[src/rtl/alu_share_arbiter.sv]
// alu_share_arbiter
// Round-robin front end that lets two requesters share a single ALU. The
// winner's op/operands are latched and held on the ALU for EXEC_CYCLES
// cycles, then y/zero are returned to the winner as a one-cycle pulse.
// Illegal ops are accepted but never reach the ALU (alu_ctrl stays `OFF).

`ifndef AND
`define AND 3'b000
`endif
`ifndef OR
`define OR  3'b001
`endif
`ifndef ADD
`define ADD 3'b010
`endif
`ifndef OFF
`define OFF 3'b011
`endif
`ifndef SUB
`define SUB 3'b110
`endif
`ifndef SLT
`define SLT 3'b111
`endif

module alu_share_arbiter #(
   parameter int WIDTH       = 32,
   parameter int EXEC_CYCLES = 1
) (
   input  logic             clk,
   input  logic             rst_n,
   // requester 0
   input  logic             req0_valid,
   output logic             req0_ready,
   input  logic [2:0]       req0_op,
   input  logic [WIDTH-1:0] req0_a,
   input  logic [WIDTH-1:0] req0_b,
   output logic             rsp0_valid,
   output logic [WIDTH-1:0] rsp0_y,
   output logic             rsp0_zero,
   output logic             rsp0_err,
   // requester 1
   input  logic             req1_valid,
   output logic             req1_ready,
   input  logic [2:0]       req1_op,
   input  logic [WIDTH-1:0] req1_a,
   input  logic [WIDTH-1:0] req1_b,
   output logic             rsp1_valid,
   output logic [WIDTH-1:0] rsp1_y,
   output logic             rsp1_zero,
   output logic             rsp1_err,
   // shared ALU
   output logic [WIDTH-1:0] alu_a,
   output logic [WIDTH-1:0] alu_b,
   output logic [2:0]       alu_ctrl,
   input  logic [WIDTH-1:0] alu_y,
   input  logic             alu_zero,
   output logic             busy
);

   // Counter only needs to reach EXEC_CYCLES-1; keep at least one bit.
   localparam int            CW       = (EXEC_CYCLES > 1) ? $clog2(EXEC_CYCLES) : 1;
   localparam logic [CW-1:0] CNT_INIT = CW'(EXEC_CYCLES - 1);

   typedef enum logic {IDLE, EXEC} state_t;

   state_t           state;
   logic             last_grant;
   logic             lat_id;
   logic             lat_legal;
   logic [CW-1:0]    cnt;

   logic             gnt_vld;
   logic             gnt_id;
   logic [2:0]       sel_op;
   logic [WIDTH-1:0] sel_a;
   logic [WIDTH-1:0] sel_b;
   logic             sel_legal;
   logic [WIDTH-1:0] res_y;
   logic             res_zero;

   function automatic logic op_legal(input logic [2:0] op);
      return (op == `AND) || (op == `OR) || (op == `ADD) ||
             (op == `SUB) || (op == `SLT);
   endfunction

   // Round-robin grant: on a tie the requester that did not win last goes.
   always_comb begin
      gnt_vld = 1'b0;
      gnt_id  = 1'b0;
      if (req0_valid && req1_valid) begin
         gnt_vld = 1'b1;
         gnt_id  = ~last_grant;
      end else if (req0_valid) begin
         gnt_vld = 1'b1;
         gnt_id  = 1'b0;
      end else if (req1_valid) begin
         gnt_vld = 1'b1;
         gnt_id  = 1'b1;
      end
   end

   // Steer the winning request's fields toward the latch.
   always_comb begin
      sel_op    = gnt_id ? req1_op : req0_op;
      sel_a     = gnt_id ? req1_a  : req0_a;
      sel_b     = gnt_id ? req1_b  : req0_b;
      sel_legal = op_legal(sel_op);
   end

   // Illegal ops never drove the ALU, so its output is ignored (may be Z).
   always_comb begin
      res_y    = lat_legal ? alu_y    : '0;
      res_zero = lat_legal ? alu_zero : 1'b1;
   end

   assign req0_ready = (state == IDLE) && gnt_vld && !gnt_id;
   assign req1_ready = (state == IDLE) && gnt_vld &&  gnt_id;

   // Arbiter FSM; ALU drive, busy and responses are all registered here.
   always_ff @(posedge clk or negedge rst_n) begin
      if (!rst_n) begin
         state      <= IDLE;
         last_grant <= 1'b1;
         lat_id     <= 1'b0;
         lat_legal  <= 1'b0;
         cnt        <= '0;
         alu_a      <= '0;
         alu_b      <= '0;
         alu_ctrl   <= `OFF;
         busy       <= 1'b0;
         rsp0_valid <= 1'b0;
         rsp0_y     <= '0;
         rsp0_zero  <= 1'b0;
         rsp0_err   <= 1'b0;
         rsp1_valid <= 1'b0;
         rsp1_y     <= '0;
         rsp1_zero  <= 1'b0;
         rsp1_err   <= 1'b0;
      end else begin
         rsp0_valid <= 1'b0;
         rsp1_valid <= 1'b0;
         case (state)
            IDLE: begin
               if (gnt_vld) begin
                  lat_id    <= gnt_id;
                  lat_legal <= sel_legal;
                  alu_a     <= sel_a;
                  alu_b     <= sel_b;
                  alu_ctrl  <= sel_legal ? sel_op : `OFF;
                  cnt       <= CNT_INIT;
                  busy      <= 1'b1;
                  state     <= EXEC;
               end
            end
            EXEC: begin
               if (cnt == '0) begin
                  // Only the winner's response registers are touched.
                  if (lat_id) begin
                     rsp1_valid <= 1'b1;
                     rsp1_y     <= res_y;
                     rsp1_zero  <= res_zero;
                     rsp1_err   <= ~lat_legal;
                  end else begin
                     rsp0_valid <= 1'b1;
                     rsp0_y     <= res_y;
                     rsp0_zero  <= res_zero;
                     rsp0_err   <= ~lat_legal;
                  end
                  last_grant <= lat_id;
                  alu_a      <= '0;
                  alu_b      <= '0;
                  alu_ctrl   <= `OFF;
                  busy       <= 1'b0;
                  state      <= IDLE;
               end else begin
                  cnt <= cnt - 1'b1;
               end
            end
            default: state <= IDLE;
         endcase
      end
   end

endmodule
[config.mk]
export PLATFORM = sky130hd
export DESIGN_NAME = alu_share_arbiter
export DESIGN_NICKNAME = d
export VERILOG_FILES = /design/src/rtl/alu_share_arbiter.sv
export SDC_FILE = /design/constraint.sdc
export NUM_CORES = 1
export LEC_CHECK = 0
export ABC_AREA = 1
export CAP_MARGIN = 20
export CORE_MARGIN = 10
export CORE_UTILIZATION = 35
export CTS_CLUSTER_SIZE = 28
export DETAILED_ROUTE_END_ITERATION = 7
export PLACE_DENSITY_LB_ADDON = 0.12
export SYNTH_ARGS = -nofsm -noshare
export SYNTH_HDL_FRONTEND = slang
export SYNTH_SLANG_ARGS = --single-unit
[constraint.sdc]
create_clock -name clk -period 1.4 [get_ports clk]
set_input_delay 0.28 -clock clk [delete_from_list [all_inputs] [get_ports clk]]
set_output_delay 0.28 -clock clk [all_outputs]
set_load 0.05 [all_outputs]
; ---- Yosys cells after proc, flatten, opt, wreduce, memory -nomap -nowiden
; Index checks and enable logic that the tools add are counted.
[classes]
n_bitwise = 5
eq_ne = 6
n_addsub = 1
reduce_logical = 15
muxes = 34
[op_table]
columns = cell, count
row1 = two-way mux 32 bit, 6
row2 = case mux 32 bit (2 select lines), 2
row3 = two-way mux 1 bit, 18
row4 = two-way mux 3 bit, 4
row5 = equality test 3 bit (second input constant), 2
row6 = case mux 1 bit (2 select lines), 3
row7 = case mux 3 bit (2 select lines), 1
row8 = AND reduction 2 bit, 3
row9 = AND reduction 3 bit, 2
row10 = NOT 1 bit, 5
row11 = logical AND 1 bit, 4
row12 = logical OR 1 bit, 4
row13 = inequality test 2 bit (second input constant), 2
row14 = equality test 3 x 1 -> 1 bit (second input constant), 1
row15 = equality test 3 x 2 -> 1 bit (second input constant), 1
row16 = logical NOT 3 bit, 1
row17 = logical NOT 1 bit, 1
row18 = subtractor 1 bit (second input constant), 1
[totals]
reg_bits = 143
out_inout_bits = 140
wordCells = 78

; ---- Depth between registers and ports, before layout
; Gate-level depths: netlist of the first run.
[depth]
word_depth = 12
mapped_depth = 10

; ---- Worst setup path before layout of the first run
; OpenSTA, ideal clock, no wires.
[synth_path]
kind = reg-to-output
start = reg last_grant
end = out req0_ready
stages_incl_launch_ff = 6
n_path_buf = 1
path_slack_ps = -463
arrival_ps = 1583
t_required_ps = 1120
path_cell_list = dfstp_2 nand2_2 nand2_4 inv_2 clkbuf_1 nor2_1
[synth_between]
elab_chain_len = 4
[synth_rtl]
columns = element, line
row1 = "start, declared", 68  ; logic last_grant;
row2 = "start signal, assigned", 170  ; last_grant <= lat_id;
row3 = NOT 1 bit, 93  ; gnt_id = ~last_grant;
row4 = two-way mux 1 bit, 91  ; if (req0_valid && req1_valid) begin
row5 = logical NOT 1 bit, 117  ; assign req0_ready = (state == IDLE) && gnt_vld && !gnt_id;
row6 = logical AND 1 bit, 117
row7 = "end, declared", 34  ; output logic req0_ready,
; No other way between the ends.

; ---- Worst setup path after layout of the first run
[layout_path]
start = reg last_grant
end = out req1_ready
[layout_between]
elab_chain_len = 3
[layout_rtl]
columns = element, line
row1 = NOT 1 bit, 93
row2 = two-way mux 1 bit, 91
row3 = logical AND 1 bit, 118  ; assign req1_ready = (state == IDLE) && gnt_vld && gnt_id;
row4 = "end, declared", 44  ; output logic req1_ready,
; No other way between the ends.

==> out/metrics.cfg, run 1 <==
[global_routing]
grt_overflow=0
grt_pass1_vias=5949
grtUsageTotal_pct=19.4
grt_start_max_net_pins=66
grt_pass1_wl_mm=33.9
antenna_found_initial=0

[critical_path]
crit_type=flop to output port
crit_chain=nand2_4 -> nand2_4 -> buf_12 -> nor2_4 -> buf_12
worstPathArrival_ps=1430
worstSetupStartpointType=flop
cpMaxStageDelayCell=dfstp_2
critical-path-top-delay-family=flip-flops
worst_path_largest_cell_delay_ps=560
endpoint_kind=output port
cp.required_ps=1120
crit_fanout=2
cp_num_buf_inv=2

[logic_synthesis]
ys_seq_area_share_pct=59.5
syn_nets=829
synth-edff-count=0
synthCells=658
yosys-top-cells-count=nand2_1, dfrtp_1, o21ai_0
synth_cell_type_count=23
synth_most_common_cell=nand2_1
synth.area.top_cells=dfrtp_1, nand2_1, o21ai_0
netlist.area_leader.share_pct=58.2
yosysWarnings=0
ys.flop_type=dfrtp_1
ys_seq_elements=142
synth_area_per_cell_um2=9.09
yosys.area.top_type=dfrtp_1
synth_area_um2=5980
synth-async-reset-ratio_pct=100

[timing]
rsz0062_at_grt=yes
skew_ps=9.14
worst_pin_slew_ps=341
setup_ws_ps=-306
setup_viol=62
finalCriticalPeriod_ps=1710
hold_violations=0
finalMaxSlewViolations=0
fmax_mhz=586
holdWs_ps=330
maxSlewHeadroom_pct=77.3
finalCritPeriodShare_pct=122

[clocking]
clock_path_buffers=2
clkSlewWorstSetupHoldPaths_ps=60
clock-root-buffer=clkbuf_16
cts_tree=yes
cts_made_buffers=17
clk-insertion-delay-late_ps=420
ctsHtreeMaxLevel=4
clkSinkCount=142

[drt]
firstDrtPassIters=4
routed_via_density=4.72
wl_mm=22.2
avgRoutedWirePerCell_um=18.4
drt_iter0_markers=304
drc=0
vias=5683
antenna_left=0

[floorplan]
die_area_um2=22700
start_util_pct=35.9
ios=311
core_area_um2=16600
die_w_um=151
rows=47
dieHeight_um=151

[worst_hold_path]
hold_class=primary input to async pin

[outcome]
violations=negative setup slack
status=finished, violations left

[layout]
ff_latch_area_um2=3560
multi_input_area_um2=2100
fin_area_um2=11500
final_layout_size_suffix_gt1_share_pct=23.9
syn_to_final_growth_pct=92.4
finalNetCount=1143
diodes=0
fill_cells=1251

[run]
cap_violations=0

[place]
place_worst_setup_slack_ps=-378
gp_congestion=0.804
io_buffers=310
dpl_cell_area_um2=10800
dp_hpwl_mm=17.1

[power_and_ir_drop]
peakVddDrop_mv=1.01
powerDensity_nw_per_um2=1860
power_mw=21.4
leakage_nw=5.00

==> area by class of cell <==
class / count / area share, %
clock buffers: 18 / 3.73
inverters: 9 / 0.359
multi-input cells: 461 / 18.3
well taps: 220 / 2.39
clock inverters: 14 / 1.66
repair buffers: 341 / 42.6
flip-flops and latches: 142 / 30.9
==> layer usage <==
| layer | wire (um) | vias to the layer above | part of all wire [%] | GRT usage [%] |
|---|---|---|---|---|
| met2 | 10900 | 212 | 49 | 32.3 |
| met1 | 8380 | 2637 | 38 | 21.2 |
| met3 | 2360 | 29 | 11 | 9.06 |
| li1 | - | 2805 | - | - |
| met5 | 0 | - | 0 | 0 |
| met4 | 548 | 0 | 2.5 | 7.46 |
==> placed cells by master (no fill, tap or decap) <==
| cell type | count |
|---|---|
| o21ai_2 | 13 |
| dlygate4sd3_1 | 1 |
| dfrtp_2 | 1 |
| buf_6 | 1 |
| nor2_2 | 3 |
| clkdlybuf4s50_1 | 168 |
| a22o_1 | 1 |
| dlymetal6s2s_1 | 1 |
| o21a_1 | 1 |
| o21ai_0 | 94 |
| nand3_1 | 3 |
| buf_4 | 17 |
| o21ai_1 | 88 |
| nand2_2 | 2 |
| inv_6 | 2 |
| clkbuf_1 | 1 |
| a21oi_1 | 1 |
| inv_8 | 1 |
| dfrtp_1 | 138 |
| nand3b_1 | 1 |
| clkinv_2 | 3 |
| clkinvlp_4 | 4 |
| inv_1 | 4 |
| nor2_4 | 4 |
| clkinv_4 | 1 |
| buf_12 | 153 |
| nand2_4 | 2 |
| dfstp_2 | 3 |
| inv_2 | 4 |
| bufinv_16 | 4 |
| clkbuf_16 | 17 |
| nor2_1 | 65 |
| a31oi_1 | 2 |
| nand2_1 | 181 |
==> registers in the layout (all words and copies together), names as in the netlist, 3 cells and up <==
register	cells
alu_a	32
alu_ctrl	3
rsp1_y	32
alu_b	32
rsp0_y	32
==> final timing paths <==
check                                  from     endpoint  slack [ps]  cells past startpoint
worst max register to register   last_grant    lat_legal        -220                      9
min in group clk                 req1_valid        state         350                      3
worst max-delay path             last_grant   req1_ready        -310                      5
worst min register to register  alu_ctrl[0]  alu_ctrl[0]         490                      2
max in group asynchronous             rst_n    alu_b[19]         500                      3
worst min-delay path                  rst_n    alu_a[27]         330                      2
==> repair_timing <==
| item | 4_1_cts | 5_1_grt |
|---|---|---|
| setup buffers | 2 | 1 |
| gates cloned | 0 | 0 |
| resized for setup | 4 | 4 |
| pin swaps | 2 | 1 |
| hold buffers | 1 | 0 |
| endpoints found under the hold margin | 26 | 0 |
| endpoints found under the setup margin | 5 | 87 |
==> logic make-up after synthesis <==
logic type | Yosys count | share of synthesized area [%]
and+or+nand+nor | 261 | 17.1
AOI/OAI and AO/OA | 200 | 17.7
DFF | 142 | 59.5
buffers and inverters | 55 | 5.77
==> report_power, final <==
part           total (mW)  switching (mW)  leakage, nW  internal (mW)
registers            6.23            1.11         1.82           5.12
clock network        4.76            1.77        0.293           2.98
logic                10.4            5.52         2.89           4.87
total                21.4            8.40         5.00           13.0
==> per-stage QoR <==
step                      utilization, %  setup TNS, ps  cells
after floorplan                        -          -35.9    658
after global placement              65.1         -19140   1169
after detailed placement            65.1         -22610   1169
after CTS                           69.0         -10770   1204
after global routing                69.1         -15920   1205
final                               69.1          -9690   1205
No activity file was read; power rests on OpenSTA's default activity.
==> run 2, diff against run 1 <==
Settings changed: SLEW_MARGIN set to 10.
==> results of run 2 <==
Same layout as run 1: the final DEF is identical, and so are final timing and power.
